==> src/rtl/alu_flag_branch_unit.sv <==
// ---------------------------------------------------------------------------
// alu_flag_branch_unit
//
// EX-stage companion to the pipeline ALU. It captures the compare flags of
// compare instructions into a flag register and evaluates conditional
// branches against those flags. A taken branch produces a registered
// one-cycle redirect to fetch and a flush of the wrong-path stages that
// lasts FLUSH_CYCLES cycles.
//
// Optional build macro: ALU_FLAG_BYPASS_EN
//   When defined, a branch that arrives together with a flag write is
//   evaluated on the incoming ALU flags (compare+branch back-to-back).
//   When undefined, branches always use the registered flags.
//
// Parameters:
//   PC_WIDTH      width of PC, branch offset and target
//   FLUSH_CYCLES  cycles flush_o stays high per taken branch (1..15)
//
// Ports:
//   clock, reset        rising-edge clock, asynchronous active-high reset
//   stall_i             HDU stall; freezes flag capture and branch evaluation
//   flag_we_i           EX instruction is a compare; capture flags
//   alu_a_gt_b_i        ALU a>b flag
//   alu_a_lt_b_i        ALU a<b flag
//   zero_i              ALU a==b flag
//   cout_i              ALU carry out
//   br_valid_i          EX instruction is a conditional branch
//   br_cond_i           condition code
//   pc_i                PC of the branch
//   br_offset_i         two's-complement word offset
//   br_taken_o          one-cycle redirect pulse
//   br_target_o         redirect PC (held after the pulse)
//   flush_o             squash IF/ID/EX contents
//   flags_o             flag register {gt, lt, eq, c}
//   busy_o              high while flushing
// ---------------------------------------------------------------------------
module alu_flag_branch_unit #(
    parameter int PC_WIDTH     = 9,
    parameter int FLUSH_CYCLES = 2
) (
    input  logic                clock,
    input  logic                reset,
    input  logic                stall_i,
    input  logic                flag_we_i,
    input  logic                alu_a_gt_b_i,
    input  logic                alu_a_lt_b_i,
    input  logic                zero_i,
    input  logic                cout_i,
    input  logic                br_valid_i,
    input  logic [3:0]          br_cond_i,
    input  logic [PC_WIDTH-1:0] pc_i,
    input  logic [PC_WIDTH-1:0] br_offset_i,
    output logic                br_taken_o,
    output logic [PC_WIDTH-1:0] br_target_o,
    output logic                flush_o,
    output logic [3:0]          flags_o,
    output logic                busy_o
);

    localparam logic [0:0] ST_IDLE  = 1'b0;
    localparam logic [0:0] ST_FLUSH = 1'b1;

    // Counter is loaded with the number of flush cycles still to come after
    // the first one, so FLUSH leaves on the edge where it reads zero.
    localparam logic [3:0] FLUSH_LAST = 4'(FLUSH_CYCLES - 1);

    logic [0:0]          state_q,  state_d;
    logic [3:0]          cnt_q,    cnt_d;
    logic [3:0]          flags_q,  flags_d;
    logic                taken_q,  taken_d;
    logic [PC_WIDTH-1:0] target_q, target_d;

    logic                accept;
    logic                take;
    logic [3:0]          alu_flags;
    logic [3:0]          eval_flags;

    // Flag layout {gt, lt, eq, c}.
    function automatic logic cond_met(input logic [3:0] cond, input logic [3:0] f);
        logic gt, lt, eq, c;
        gt = f[3];
        lt = f[2];
        eq = f[1];
        c  = f[0];
        case (cond)
            4'b0000: cond_met = eq;
            4'b0001: cond_met = !eq;
            4'b0010: cond_met = gt;
            4'b0011: cond_met = lt;
            4'b0100: cond_met = gt | eq;
            4'b0101: cond_met = lt | eq;
            4'b0110: cond_met = c;
            4'b0111: cond_met = !c;
            4'b1110: cond_met = 1'b1;
            default: cond_met = 1'b0;
        endcase
    endfunction

    always_comb begin
        accept    = (state_q == ST_IDLE) && !stall_i;
        alu_flags = {alu_a_gt_b_i, alu_a_lt_b_i, zero_i, cout_i};

`ifdef ALU_FLAG_BYPASS_EN
        eval_flags = flag_we_i ? alu_flags : flags_q;
`else
        eval_flags = flags_q;
`endif

        take = accept && br_valid_i && cond_met(br_cond_i, eval_flags);

        taken_d  = take;
        flags_d  = (accept && flag_we_i) ? alu_flags : flags_q;
        // Offset is two's complement; the PC_WIDTH-bit sum wraps modulo
        // 2^PC_WIDTH, which is the intended target arithmetic.
        target_d = take ? (pc_i + br_offset_i) : target_q;

        state_d = state_q;
        cnt_d   = cnt_q;
        case (state_q)
            ST_IDLE: begin
                if (take) begin
                    state_d = ST_FLUSH;
                    cnt_d   = FLUSH_LAST;
                end
            end
            default: begin
                // Flush timing is independent of stall_i.
                if (cnt_q == 4'd0) begin
                    state_d = ST_IDLE;
                end else begin
                    cnt_d = cnt_q - 4'd1;
                end
            end
        endcase
    end

    always_ff @(posedge clock or posedge reset) begin
        if (reset) begin
            state_q  <= ST_IDLE;
            cnt_q    <= 4'd0;
            flags_q  <= 4'b0000;
            taken_q  <= 1'b0;
            target_q <= '0;
        end else begin
            state_q  <= state_d;
            cnt_q    <= cnt_d;
            flags_q  <= flags_d;
            taken_q  <= taken_d;
            target_q <= target_d;
        end
    end

    assign br_taken_o  = taken_q;
    assign br_target_o = target_q;
    assign flush_o     = (state_q == ST_FLUSH);
    assign busy_o      = (state_q == ST_FLUSH);
    assign flags_o     = flags_q;

endmodule

==> config.mk <==
export PLATFORM = sky130hd
export DESIGN_NAME = alu_flag_branch_unit
export DESIGN_NICKNAME = d
export VERILOG_FILES = /design/src/rtl/alu_flag_branch_unit.sv
export SDC_FILE = /design/constraint.sdc
export NUM_CORES = 1
export LEC_CHECK = 0
export BUFFER_PORTS_ARGS = -buffer_cell sky130_fd_sc_hd__buf_2
export CORE_MARGIN = 2
export CORE_UTILIZATION = 50
export CTS_BUF_LIST = sky130_fd_sc_hd__clkbuf_8
export CTS_CLUSTER_DIAMETER = 30
export DETAILED_ROUTE_END_ITERATION = 8
export GPL_TIMING_DRIVEN = 0
export PLACE_DENSITY = 0.82
export SYNTH_ARGS = -nofsm -noshare
export SYNTH_HDL_FRONTEND = slang
export SYNTH_SLANG_ARGS = --single-unit
==> constraint.sdc <==
create_clock -name clock -period 2.2 [get_ports clock]
set_clock_uncertainty 0.15 [all_clocks]
set_input_delay 0.22 -clock clock [delete_from_list [all_inputs] [get_ports clock]]
set_output_delay 0.22 -clock clock [all_outputs]
set_load 0.1 [all_outputs]
-- Yosys cells after proc, flatten, opt, wreduce, memory -nomap -nowiden
Index checks and enable logic that the tools add are counted.
- muxes and demuxes: 7
- $add $sub $neg: 2
- equality and inequality tests: 9
- bitwise gates (word level): 3
- reduce and logical (&&, ||, !) cells: 11
- operator list (kind ; count):
    $eq 4x3->1 const B ; 4
    $mux 4 ; 3
    $add 9x9->9 ; 1
    $pmux 1 s9 ; 1
    $eq 4x2->1 const B ; 2
    $logic_not 4->1 ; 2
    $eq 4x1->1 const B ; 1
    $eq 4x4->1 const B ; 1
    $logic_and 1x1->1 ; 4
    $sub 4x1->4 const B ; 1
    $logic_not 1->1 ; 3
    $mux 1 ; 3
    $ne 2x2->1 const B ; 1
    $or 1x1->1 ; 2
    $reduce_and 2->1 ; 1
    $reduce_bool 2->1 ; 1
    $not 1->1 ; 1
- input bits: 31
- output and inout bits: 16
- flip-flop bits (word level): 19
- word-level logic and storage cells: 37

-- Depth between registers and ports, before layout
- depth after elaboration: 6
- depth in mapped cells: 7
- depth with buffers taken out: 7

-- Least setup slack after synthesis
No wires, ideal clock.
- path type: reg2reg
- from: register state_q, in the netlist busy_o
- to: register target_q[0], in the netlist br_target_o[0]
- stages on the path, launching flop included: 7
- required time: 1.924 ns
- period minus slack after synthesis: 2.371 ns
- library setup time: 0.126 ns
- path slack: -0.171 ns
- data arrival time: 2.095 ns
- path buffers: 1
- cell sequence: dfrtp_1 -> or3b_4 -> nor3_1 -> a21oi_1 -> nand2_2 -> buf_12 -> mux2_4
- word-level cells in the longest chain between the ends: 4
- RTL lines (element ; RTL line ; text):
    start: declaration ; 67 ; logic [0:0] state_q, state_d;
    start signal: assignment ; 145 ; state_q <= state_d;
    $not 1->1 ; -- ;
    $logic_and 1x1->1 ; 100 ; accept = (state_q == ST_IDLE) && !stall_i;
    $logic_and 1x1->1 (2 in series) ; 109 ; take = accept && br_valid_i && cond_met(br_cond_i, eval_flags);
    named net take ; 74 ; logic take;
    end signal: assignment ; 149 ; target_q <= target_d;
    end: declaration ; 71 ; logic [PC_WIDTH-1:0] target_q, target_d;
The timed path passes the listed nets, and every way through them passes these cells.
A chain may end at the register's enable or synchronous reset.

-- Worst setup path after layout
- from: input port pc_i[0]
- to: register target_q[8], in the netlist br_target_o[8]
- word-level cells in the longest chain between the ends: 1
- RTL lines (element ; RTL line ; text):
    start: declaration ; 51 ; input logic [PC_WIDTH-1:0] pc_i,
    $add 9x9->9 ; 115 ; target_d = take ? (pc_i + br_offset_i) : target_q;
No other way between the ends.

==> run_results.csv <==
group,metric,value,unit
run_status,status,"finished clean",
global_routing,grt_pass1_wl,3822,µm
global_routing,grt_max_degree,20,
yosys,syn_inst,103,
layout,layout_common_cells,"46 x buf_2, 15 x dfrtp_1, 9 x ha_1",
floorplan,start_util,0.5311,
clocking,cts_tree,"yes",
global_routing,grt_pass1_vias,923,
drt,drtAntennaViolNets,0,
flow_run,drv_cap,0,
timing,relSlewSlack,0.5445,
timing,report.final.slew_viol_count,0,
critical_path,crit_path_start_kind,"input pin",
clocking,clk_latency,0.25,ns
critical_path,startpoint,"pc_i[0]",
worst_hold_path,hp-class,"in -> reg",
drt,firstDrtPassIters,4,
layout,ff_latch_area,480.5,µm²
layout,fillCellCount,184,
drt,post-route-drc-count,0,
timing,timing.final.crit_share,0.9378,
layout,final_common_cell,"buf_2",
yosys,ys_seq_area_frac,0.4008,
placement,hpwl,1942,µm
layout,syn_to_final_growth,27.95,%
critical_path,r2r_start,"busy_o",
yosys,ys.flop_type,"dfrtp_1",
yosys,synth.avg_cell_area,11.52,µm²
placement,gp_congestion,0.7874,
critical_path,critPathCaptureType,"flop",
global_routing,antenna_found_initial,0,
drt,drt_iter0_markers,11,
timing,fin_crit,2.063,ns
clocking,clkTransAtPathRegs,0.07,ns
drt,drt-total-wl,2353,µm
critical_path,cp_num_cells,8,
yosys,yosysTopAreaCell,"dfrtp_1",
clocking,cts_buffers,3,
critical_path,critPathMaxFanout,3,
timing,grt_setup_unrepaired,"false",
layout,drive_gt1_frac,0.4675,
layout,antenna_cells,0,
yosys,synth_area,1186,µm²
yosys,synth-seq-cells,19,
floorplan,dieArea,2778,µm²
critical_path,cpLargestDelayFamily,"compound AO/OA/AOI/OAI gates",
yosys,synth_edf_count,0,
critical_path,max_stage_delay,0.43,ns
critical_path,reg2reg_depth,6,
yosys,synthTopCellsByArea,"dfrtp_1 40%, ha_1 9.5%, mux2_4 7.6%, mux2_2 6.6%, xnor2_1 5.9%",
clocking,htreeDepth,1,
floorplan,row_count,17,
critical_path,r2r_end,"br_target_o[0]",
yosys,syn_nets,144,
layout,multiInputGateArea,665.6,µm²
timing,worstMarginPinSlew,0.6825,ns
floorplan,ios,47,
clocking,root_buffer,"clkbuf_8",
timing,setup_violations,0,
clocking,cts_setup_buffers,0,
yosys,yosysWarnings,0,
critical_path,critical_path_buf_inv_count,1,
yosys,synth_top_cell_area_share,0.4008,
timing,finalHoldViolations,0,
timing,holdWs,0.02812,ns
critical_path,reg2reg_slack,0.16,ns
clocking,clock_path_buffers,2,
floorplan,die_width,52.71,µm
critical_path,slowest_stage,"fa_1",
drt,via_per_inst,5.374,
critical_path,cp-endpoint,"br_target_o[8]",
drt,vias,978,
global_routing,grt_usage,0.1924,
timing,tns,0,ns
layout,final_nets,196,
timing,max_freq,0.4847,GHz
placement,port_buffers,46,
floorplan,fp.dieH,52.71,µm
floorplan,core-area,2233,µm²
yosys,yosysUniqueCellTypes,32,
global_routing,gr-total-overflow,0,
clocking,cts.sink_count,19,
critical_path,cp_data_required_time,2.19,ns
critical_path,cp.arrival,2.05,ns
critical_path,critPathKind,"in -> reg",
yosys,synth-async-reset-ratio,1.000,
critical_path,cp_cell_sequence,"buf_2 -> ha_1 -> fa_1 -> a211oi_1 -> o21ai_0 -> o31ai_1 -> xnor2_1 -> mux2_4",
drt,routedWlPerCell,12.93,µm
-- worst reg2reg max path, stage by stage, from the launching register on --
cell and delay, ns:
dfrtp_2 0.44, or3b_4 0.42, nor3_1 0.17, a21oi_1 0.13, nand2_2 0.16, buf_12 0.16, mux2_4 0.30
-- Yosys cell counts, types with 2 or more instances --
cell type,count
a21o_1,2
ha_1,9
mux2_2,7
o211ai_1,2
nor3_1,2
mux2_4,6
a211oi_1,2
nand2_1,2
o21ai_0,5
o22ai_1,2
a21oi_1,5
xor2_1,3
o31ai_1,2
nand2b_1,2
inv_1,6
o21a_1,2
xnor2_1,8
dfrtp_1,19
nor2_1,4
-- area by class of cell --
cell class	count	area share
Multi-Input combinational cell	76	0.4386
Sequential cell	19	0.3166
Timing Repair Buffer	47	0.1583
Clock buffer	3	0.02721
Tap cell	28	0.02308
Buffer	2	0.01814
Inverter	6	0.01484
Clock inverter	1	0.003298
-- registers in the layout, summed over array words and instances (netlist names) --
register,flops
br_taken_o,1
br_target_o,9
busy_o,1
cnt_q,4
flags_o,4
-- cells by family (layout without fill, tap and decap cells) --
family | after synthesis | in the layout | synth area share
compound gates | 26 | 26 | 0.1445
xor+xnor | 11 | 11 | 0.08123
fa+ha+maj | 10 | 10 | 0.1118
buf+inv | 8 | 59 | 0.04220
flops | 19 | 19 | 0.4008
mux | 13 | 13 | 0.1424
simple gates | 16 | 16 | 0.07701
-- worst min path at each step --
stage / from / to / slack, ns / cells past startpoint
2_1_floorplan: reset / br_taken_o / 0.02 / 1
3_3_place_gp: reset / br_taken_o / 0.20 / 2
3_5_place_dp: reset / br_taken_o / 0.22 / 2
4_1_cts: alu_a_lt_b_i / flags_o[2] / 0.03 / 3
5_1_grt: zero_i / flags_o[1] / 0.05 / 2
6_report: alu_a_lt_b_i / flags_o[2] / 0.03 / 3
-- through the flow --
stage / cell area (µm²) / util / setup slack, ns / instances
2_1_floorplan: 1191 / - / 0.05441 / 103
3_3_place_gp: 1456 / 0.6521 / -0.09832 / 177
3_5_place_dp: 1456 / 0.6521 / -0.1560 / 177
4_1_cts: 1513 / 0.6773 / 0.1100 / 182
5_1_grt: 1518 / 0.6796 / 0.01970 / 182
6_report: 1518 / 0.6796 / 0.1367 / 182
-- layer usage --
metal  global-route usage  vias to the layer above  wire, µm
met5                    0                        -         0
met4              0.08974                        0        44
met3              0.01714                        4       156
met2               0.3500                       39      1170
met1               0.2249                      455       981
li1                     -                      480         -
-- timing repair --
| item | in CTS | in global routing |
|---|---|---|
| resized for setup | 0 | 1 |
| hold buffers | 1 | 0 |
| hold endpoints to repair | 19 | 0 |
| setup endpoints to repair | 0 | 1 |
Power is not shown: default switching activity piles up to over one toggle a cycle in this logic, so the estimate is an artifact.
